## src/rtl/dsp_mul_share_arbiter.sv

```systemverilog
// Round-robin arbiter time-sharing one pipelined DSP multiplier between NUM_REQ requesters.
// A tag pipeline matched to the DSP latency routes each result back to its issuer.
module dsp_mul_share_arbiter #(
    parameter int NUM_REQ = 4,
    parameter int DW_X    = 27,
    parameter int DW_Y    = 27,
    parameter int DW_R    = 54,
    parameter int LATENCY = 3
) (
    input  logic                            clk,
    input  logic                            rst_n,
    input  logic                            hold_in,
    input  logic [NUM_REQ-1:0]              req_valid_in,
    output logic [NUM_REQ-1:0]              req_ready_out,
    input  logic [NUM_REQ*DW_X-1:0]         req_x_in,
    input  logic [NUM_REQ*DW_Y-1:0]         req_y_in,
    input  logic [NUM_REQ-1:0]              req_negate_in,
    output logic [DW_X-1:0]                 op_x_out,
    output logic [DW_Y-1:0]                 op_y_out,
    output logic                            op_negate_out,
    output logic                            op_valid_out,
    input  logic [DW_R-1:0]                 op_result_in,
    output logic [NUM_REQ-1:0]              rsp_valid_out,
    output logic [DW_R-1:0]                 rsp_result_out,
    output logic [$clog2(LATENCY+3)-1:0]    inflight_count_out,
    output logic                            idle_out
);

    localparam int IW = $clog2(NUM_REQ);
    localparam int CW = $clog2(LATENCY+3);
    localparam logic [CW-1:0] CNT_MAX = CW'(LATENCY + 2);

    logic [IW-1:0]               ptr_q, ptr_d;
    logic                        gnt_found;
    logic [IW-1:0]               gnt_idx;
    logic [IW-1:0]               cand;

    logic [DW_X-1:0]             op_x_q, op_x_d;
    logic [DW_Y-1:0]             op_y_q, op_y_d;
    logic                        op_neg_q, op_neg_d;
    logic                        op_valid_q, op_valid_d;
    logic [IW-1:0]               op_idx_q, op_idx_d;

    logic [LATENCY-1:0]          tag_v_q, tag_v_d;
    logic [LATENCY-1:0][IW-1:0]  tag_idx_q, tag_idx_d;

    logic [NUM_REQ-1:0]          rsp_valid_q, rsp_valid_d;
    logic [DW_R-1:0]             rsp_result_q, rsp_result_d;
    logic [CW-1:0]               cnt_q, cnt_d;

    // First valid requester scanning upward from ptr; reset and hold suppress any grant.
    always_comb begin
        gnt_found     = 1'b0;
        gnt_idx       = '0;
        cand          = '0;
        req_ready_out = '0;
        for (int unsigned k = 0; k < NUM_REQ; k++) begin
            cand = IW'((32'(ptr_q) + k) % NUM_REQ);
            if (!gnt_found && req_valid_in[cand]) begin
                gnt_found = 1'b1;
                gnt_idx   = cand;
            end
        end
        if (hold_in || !rst_n) begin
            gnt_found = 1'b0;
        end
        if (gnt_found) begin
            req_ready_out[gnt_idx] = 1'b1;
        end
    end

    always_comb begin
        ptr_d      = ptr_q;
        op_x_d     = op_x_q;
        op_y_d     = op_y_q;
        op_neg_d   = op_neg_q;
        op_idx_d   = op_idx_q;
        op_valid_d = gnt_found;
        if (gnt_found) begin
            ptr_d    = (32'(gnt_idx) == NUM_REQ - 1) ? '0 : gnt_idx + IW'(1);
            op_x_d   = req_x_in[32'(gnt_idx)*DW_X +: DW_X];
            op_y_d   = req_y_in[32'(gnt_idx)*DW_Y +: DW_Y];
            op_neg_d = req_negate_in[gnt_idx];
            op_idx_d = gnt_idx;
        end

        tag_v_d      = tag_v_q;
        tag_idx_d    = tag_idx_q;
        tag_v_d[0]   = op_valid_q;
        tag_idx_d[0] = op_idx_q;
        for (int unsigned i = 1; i < LATENCY; i++) begin
            tag_v_d[i]   = tag_v_q[i-1];
            tag_idx_d[i] = tag_idx_q[i-1];
        end

        rsp_valid_d  = '0;
        rsp_result_d = rsp_result_q;
        if (tag_v_q[LATENCY-1]) begin
            rsp_valid_d[tag_idx_q[LATENCY-1]] = 1'b1;
            rsp_result_d = op_result_in;
        end

        case ({gnt_found, |rsp_valid_q})
            2'b10:   cnt_d = cnt_q + CW'(1);
            2'b01:   cnt_d = cnt_q - CW'(1);
            default: cnt_d = cnt_q;
        endcase
    end

    always_ff @(posedge clk or negedge rst_n) begin
        if (!rst_n) begin
            ptr_q        <= '0;
            op_x_q       <= '0;
            op_y_q       <= '0;
            op_neg_q     <= 1'b0;
            op_valid_q   <= 1'b0;
            op_idx_q     <= '0;
            tag_v_q      <= '0;
            tag_idx_q    <= '0;
            rsp_valid_q  <= '0;
            rsp_result_q <= '0;
            cnt_q        <= '0;
        end else begin
            ptr_q        <= ptr_d;
            op_x_q       <= op_x_d;
            op_y_q       <= op_y_d;
            op_neg_q     <= op_neg_d;
            op_valid_q   <= op_valid_d;
            op_idx_q     <= op_idx_d;
            tag_v_q      <= tag_v_d;
            tag_idx_q    <= tag_idx_d;
            rsp_valid_q  <= rsp_valid_d;
            rsp_result_q <= rsp_result_d;
            cnt_q        <= cnt_d;
        end
    end

    assign op_x_out           = op_x_q;
    assign op_y_out           = op_y_q;
    assign op_negate_out      = op_neg_q;
    assign op_valid_out       = op_valid_q;
    assign rsp_valid_out      = rsp_valid_q;
    assign rsp_result_out     = rsp_result_q;
    assign inflight_count_out = cnt_q;
    assign idle_out           = (cnt_q == '0);

    // An accept-to-response window spans LATENCY+2 cycles, so more in flight means a broken pipeline.
    a_inflight_max: assert property (@(posedge clk) disable iff (!rst_n) cnt_q <= CNT_MAX)
        else $error("inflight count exceeded LATENCY+2");

endmodule

```

## config.mk

```make
export PLATFORM = sky130hd
export DESIGN_NAME = dsp_mul_share_arbiter
export DESIGN_NICKNAME = d
export VERILOG_FILES = /design/src/rtl/dsp_mul_share_arbiter.sv
export SDC_FILE = /design/constraint.sdc
export NUM_CORES = 1
export LEC_CHECK = 0
export ABC_AREA = 0
export CAP_MARGIN = 10
export CORE_ASPECT_RATIO = 0.9
export CORE_UTILIZATION = 25
export CTS_BUF_LIST = sky130_fd_sc_hd__clkbuf_4 sky130_fd_sc_hd__clkbuf_8
export DETAILED_ROUTE_END_ITERATION = 10
export PLACE_DENSITY = 0.63
export SYNTH_ARGS = -nofsm -noshare
export SYNTH_HDL_FRONTEND = slang
export SYNTH_SLANG_ARGS = --single-unit
```

## constraint.sdc

```tcl
create_clock -name clk -period 3 [get_ports clk]
set_clock_uncertainty 0.2 [all_clocks]
set_input_delay 0.9 -clock clk [delete_from_list [all_inputs] [get_ports clk]]
set_output_delay 0.9 -clock clk [all_outputs]
set_load 0.005 [all_outputs]
```

==> impl_metrics.yaml, run 1 <==
status:
  status: "complete, but fails checks"
  violations: "design-rule violations, negative setup slack"
sta:
  rsz0062_at_grt: "true"
  tightest_slew_ns: 0.727
  drv_slew: 0
  setup_ws_ns: -0.108
  post-route-min-period_ns: 3.11
  relSlewSlack_pct: 51.5
  finalCritPeriodShare_pct: 104
  whs_ns: 0.153
  finalSetupViolations: 4
  setup_tns_ns: -0.358
  fmax_mhz: 322
  finalHoldViolCount: 0
placed_design:
  gp_congestion: 0.792
  io_buffers: 402
  dp_hpwl_um: 18700
  dp_cells: 1304
drt:
  via_per_inst: 4.73
  via_count: 6364
  drt-initial-drc-count: 278
  drt-pass1-iter-count: 7
  finalWirelength_um: 25600
  drc: 1
  ant_nets: 0
  wl_per_cell_um: 19.0
critical_path:
  critPathArrivalTime_ns: 2.01
  slowest_delay_ns: 0.17
  cp_max_fo: 3
  cp_common_cell: "buf_6"
  crit_slowest_cell: "mux2i_4"
  crit_chain: "buf_6 > buf_6 > mux2i_4 > o2bb2ai_4 > nor2_4 > buf_6 > ha_4 > and2_4 > buf_6"
  start_kind: "input pin"
  critPathCaptureType: "output port"
  path_class: "input pin to output port"
  cp.required_ns: 1.90
  worst-path-buf-inv: 4
  critical-path-top-delay-family: "buffers and inverters"
clock_tree:
  clock_latency_ns: 0.42
  cts_max_level: 4
  clk_pin_slew_ns: 0.08
  clockBufferDepth: 2
  cts_buffers: 17
  cts_tree: "done"
  root_buffer: "clkbuf_8"
  cts.sink_count: 130
final_layout:
  syn_to_final_growth_pct: 80.0
  final_nets: 1271
  drive_gt1_share_pct: 22.9
  fill_cells: 2467
  stdcell_count: 1345
  num_antenna_cells: 0
synthesis:
  ys_seq_area_share_pct: 49.1
  syn_area_sq_mm: 0.00663
  syn_nets: 856
  avgSynthCellArea_sq_um: 11.7
  synth_edf_count: 0
  synthArstFlopShare_pct: 100
  ys.flop_type: "dfrtp_1"
  synth.distinct_cells: 36
  yosys_warnings: 0
  synth_seq_cells: 130
  synthesis.instances: 569
global_routing:
  overflow: 0
  antenna_found_initial: 0
  grt_pass1_wl_um: 38200
  grt_max_degree: 57
  track_usage_pct: 18.6
  grt_pass1_vias: 6645
floorplanning:
  die_area_sq_mm: 0.0272
  initial_core_util_pct: 25.4
  fp.dieH_um: 156
  coreArea_sq_mm: 0.0261
  fp.dieW_um: 174
  rows: 56
  pin_count: 403
power:
  p_per_area_mw_per_mm2: 654
  power.leakage_nw: 4.88
  peakVddDrop_mv: 0.295
hold_path:
  hp-class: "flip-flop to flip-flop"
job:
  cap_violations: 0
-- cells in the mapped netlist, drive strengths merged (3+ instances only) --
| master | n | share of area (%) |
|---|---|---|
| a21o | 3 | 0.34 |
| a21oi | 57 | 4.3 |
| a221o | 55 | 8.3 |
| and2 | 4 | 0.38 |
| buf | 17 | 1.6 |
| clkbuf | 36 | 2.0 |
| dfrtp | 130 | 49 |
| ha | 5 | 0.94 |
| inv | 5 | 0.28 |
| mux2 | 109 | 21 |
| nand2 | 9 | 0.51 |
| nand2b | 3 | 0.28 |
| nand3 | 55 | 4.2 |
| nor2 | 8 | 0.49 |
| o21ai | 56 | 4.3 |
-- repair_timing --
item                                    in CTS  in global routing
gates cloned                                 0                  0
gates resized for setup                     65                 10
buffers inserted                             8                  1
endpoints found under the hold margin        0                  0
pin swaps                                    9                  4
endpoints found under the setup margin      59                  4
hold buffers                                 0                  0
-- final timing paths --
check                                 from                 end  slack, ns  cells past startpoint
min in group asynchronous            rst_n  rsp_result_out[30]       0.30                      2
setup / recovery           req_valid_in[3]    req_ready_out[1]      -0.11                      9
hold / removal                tag_idx_d[4]        tag_idx_q[4]       0.15                      0
max in group asynchronous            rst_n        op_y_out[15]       1.24                      3
hold reg to reg               tag_idx_d[4]        tag_idx_q[4]       0.15                      0
setup reg to reg                  ptr_q[1]         op_y_out[1]       0.17                      8
-- per-stage QoR --
step	setup WS (ns)	cell area (sq um)	util (%)	power, mW
3_5_place_dp	-0.932	11300	43.3	6.12
4_1_cts	-0.0954	11900	45.6	7.92
2_1_floorplan	0.0174	6650	-	4.11
6_report	-0.108	11900	45.8	7.81
3_3_place_gp	-0.919	11300	43.3	6.09
5_1_grt	-0.144	11900	45.8	8.29
-- report_power, final --
part | internal (mW) | leakage, nW | switching, mW | total, mW
registers | 2.26 | 1.58 | 0.335 | 2.60
clock network | 0.779 | 0.204 | 0.794 | 1.57
logic | 2.24 | 3.09 | 1.40 | 3.64
total | 5.28 | 4.88 | 2.53 | 7.81
-- cell type report --
cell class              instances  area, sq um  share of cell area [%]
repair buffers                449         4500                    37.7
multi-input cells             380         3300                    27.6
flip-flops and latches        130         3260                    27.3
well taps                     348          435                    3.65
clock buffers                  18          241                    2.02
clock inverters                14          170                    1.43
inverters                       6         27.5                   0.231
-- cell families (layout without fill, tap and decap cells) --
| family | count (synthesis) | count (layout) | synth area share (%) |
|---|---|---|---|
| muxes | 111 | 111 | 21.0 |
| DFF | 130 | 130 | 49.1 |
| buffers and inverters | 59 | 487 | 3.94 |
| xor gates and xnor gates | 3 | 3 | 0.396 |
| AOI/OAI and AO/OA | 175 | 175 | 17.9 |
| and+or+nand+nor | 85 | 85 | 6.46 |
| adders and majority gates | 6 | 6 | 1.25 |
-- registers in the layout (all words and copies together) (netlist names) --
register and count:
tag_v_q 3, op_y_out 27, tag_idx_d 4, op_idx_q 2, rsp_valid_out 4, op_negate_out 1, op_valid_out 1, inflight_count_out 3
tag_idx_q 2, op_x_out 27, ptr_q 2, rsp_result_out 54
-- cells in the final DEF, fill, tap and decap left out, types with 3 or more instances in the layout --
master / count
clkdlybuf4s50_1: 393
nand3_1: 55
inv_1: 3
nor2_4: 4
a221o_1: 55
inv_6: 4
buf_12: 8
a21oi_1: 56
nand2_1: 8
nor2_1: 3
and2_4: 4
mux2_4: 38
nand2b_4: 3
inv_8: 3
dfrtp_1: 127
buf_6: 13
mux2_2: 70
clkbuf_8: 17
buf_4: 33
o21ai_0: 55
clkinv_4: 3
dfrtp_2: 3
-- routing by layer --
| layer | vias up | routed length, um | global-route usage (%) |
|---|---|---|---|
| met3 | 30 | 1840 | 5.86 |
| met2 | 282 | 13000 | 33.4 |
| met4 | 0 | 504 | 5.39 |
| li1 | 2975 | - | - |
| met5 | - | 0 | 0 |
| met1 | 3077 | 10300 | 21.3 |
Note: power is estimated with default switching activity, not from simulation.
==> inputs of run 2 (changes only) <==
--- a/config.mk
+++ b/config.mk
@@ -10,7 +10,9 @@
 export CORE_ASPECT_RATIO = 0.9
 export CORE_UTILIZATION = 25
 export CTS_BUF_LIST = sky130_fd_sc_hd__clkbuf_4 sky130_fd_sc_hd__clkbuf_8
+export CTS_CLUSTER_SIZE = 25
 export DETAILED_ROUTE_END_ITERATION = 10
+export GPL_TIMING_DRIVEN = 0
 export PLACE_DENSITY = 0.63
 export SYNTH_ARGS = -nofsm -noshare
 export SYNTH_HDL_FRONTEND = slang
==> run 2 against run 1 <==
Effect of this change:
- the run ends with negative setup slack left
- wire length up 7.0%
- cell area up 0.66%
- global-route usage up 1.3 points
- final cell count up 2.6%
- fmax down 3.9%
==> impl_metrics.yaml, run 2 (same netlist as run 1, synthesis figures left out) <==
sta:
  setup_ws_ns: -0.235
  fmax_mhz: 309
  post-route-min-period_ns: 3.24
  whs_ns: 0.0830
  tightest_slew_ns: 0.722
  rsz0062_at_grt: "true"
  finalHoldViolCount: 0
  finalSetupViolations: 4
  finalCritPeriodShare_pct: 108
  drv_slew: 0
  relSlewSlack_pct: 51.9
clock_tree:
  clock_latency_ns: 0.44
  cts_max_level: 4
  clk_pin_slew_ns: 0.08
  clockBufferDepth: 2
  cts_buffers: 17
  root_buffer: "clkbuf_8"
  cts.sink_count: 130
  cts_tree: "done"
floorplanning:
  pin_count: 403
  coreArea_sq_mm: 0.0261
  fp.dieW_um: 174
  rows: 56
  fp.dieH_um: 156
  die_area_sq_mm: 0.0272
  initial_core_util_pct: 25.4
critical_path:
  slowest_delay_ns: 0.46
  worst-path-buf-inv: 5
  r2r_start: "ptr_q[1]"
  critical-path-top-delay-family: "buffers and inverters"
  rrSetupSlack_ns: 0.10
  path_class: "input pin to output port"
  timing.rr.end: "op_x_out[1]"
  start_kind: "input pin"
  critPathCaptureType: "output port"
  crit_slowest_cell: "clkdlybuf4s50_1"
  crit_chain: "clkdlybuf4s50_1 > nand2b_4 > a21o_1 > buf_8 > clkinv_8 > buf_4 > and2_4 > buf_6"
  critPathArrivalTime_ns: 2.14
  cp.required_ns: 1.90
  cp_max_fo: 6
  rr_worst_depth: 14
placed_design:
  gp_congestion: 0.922
  dp_hpwl_um: 20200
  placedInstanceArea_sq_mm: 0.0111
  io_buffers: 402
  place_ws_ns: -1.34
  dp_cells: 1320
global_routing:
  track_usage_pct: 19.9
  grt_max_degree: 44
  overflow: 0
  antenna_found_initial: 1
  grt_pass1_wl_um: 40600
  grt_pass1_vias: 6864
final_layout:
  fin_area_sq_mm: 0.0120
  seq_area_sq_mm: 0.00326
  drive_gt1_share_pct: 21.6
  multi_input_area_sq_mm: 0.00325
  final_nets: 1305
  largest_register_ffs: 54
  syn_to_final_growth_pct: 81.2
  stdcell_count: 1380
  final_cell_mix: "clkdlybuf4s50_1, dfrtp_1, mux2_2"
  mostFrequentLayoutCell: "clkdlybuf4s50_1"
  fill_cells: 2439
status:
  violations: "negative setup slack"
  status: "complete, but fails checks"
power:
  peakVddDrop_mv: 0.286
  p_per_area_mw_per_mm2: 652
  power.leakage_nw: 4.93
drt:
  drt-initial-drc-count: 370
  via_per_inst: 4.78
  finalWirelength_um: 27400
  via_count: 6593
  ant_nets: 0
  drt-pass1-iter-count: 5
  drc: 0
  wl_per_cell_um: 19.9
hold_path:
  hp-class: "input pin to async pin"
job:
  cap_violations: 0
## run 2: changes by cell type in the layout (fill, tap and decap cells not counted), moves of 6 or more
cell,change
buf_2,+6
buf_12,-7
clkbuf_1,+25
buf_4,-10
buf_1,+8
clkbuf_2,+7
## run 2: layer usage
layer  track usage, %  wire [um]
met1             22.7      10900
met2             35.9      14200
met3             6.22       2040
met4             5.56        288
met5                0          0
## run 2: report_power, final
part	switching [mW]	internal [mW]
logic	1.46	2.25
clock network	0.848	0.698
registers	0.327	2.26
## run 2: worst register-to-register path: cells and delay by family, from the launching register on
kind,cells,cell delay [ns]
simple gates,2,0.31
compound gates,3,0.62
flops,1,0.46
buf+inv,9,1.22
## run 2: per-stage QoR
| stage | power [mW] | setup TNS [ns] | util, % |
|---|---|---|---|
| after floorplan | 4.11 | 0 | - |
| after global placement | 5.98 | -931.44 | 42.6 |
| after detailed placement | 6.01 | -56.16 | 42.7 |
| after CTS | 7.84 | -1.00 | 45.7 |
| after global routing | 8.31 | -0.912 | 46.1 |
| final | 7.84 | -0.608 | 46.1 |
## run 2: worst max-delay path by stage
stage / start / to / slack, ns / depth (start not counted)
2_1_floorplan: req_valid_in[3] / req_ready_out[2] / 0.02 / 8
3_3_place_gp: rst_n / req_ready_out[0] / -5.57 / 7
3_5_place_dp: req_valid_in[3] / req_ready_out[0] / -1.34 / 10
4_1_cts: ptr_q[1] / req_ready_out[0] / -0.31 / 10
5_1_grt: ptr_q[1] / req_ready_out[0] / -0.30 / 9
6_report: hold_in / req_ready_out[0] / -0.24 / 8
## run 2: final cells by class
type / instances / area share [%]
Inverter: 6 / 0.292
Buffer: 48 / 1.92
Antenna cell: 1 / 0.0208
Timing Repair Buffer: 435 / 36.7
Multi-Input combinational cell: 380 / 27.1
Clock buffer: 17 / 1.95
Clock inverter: 15 / 1.36
Tap cell: 348 / 3.63
Sequential cell: 130 / 27.1
## run 2: repair_timing
action,4_1_cts,5_1_grt
pin swaps,5,5
setup endpoints to repair,59,39
hold buffers,0,0
gates cloned,3,0
resized for setup,69,36
setup buffers,24,5
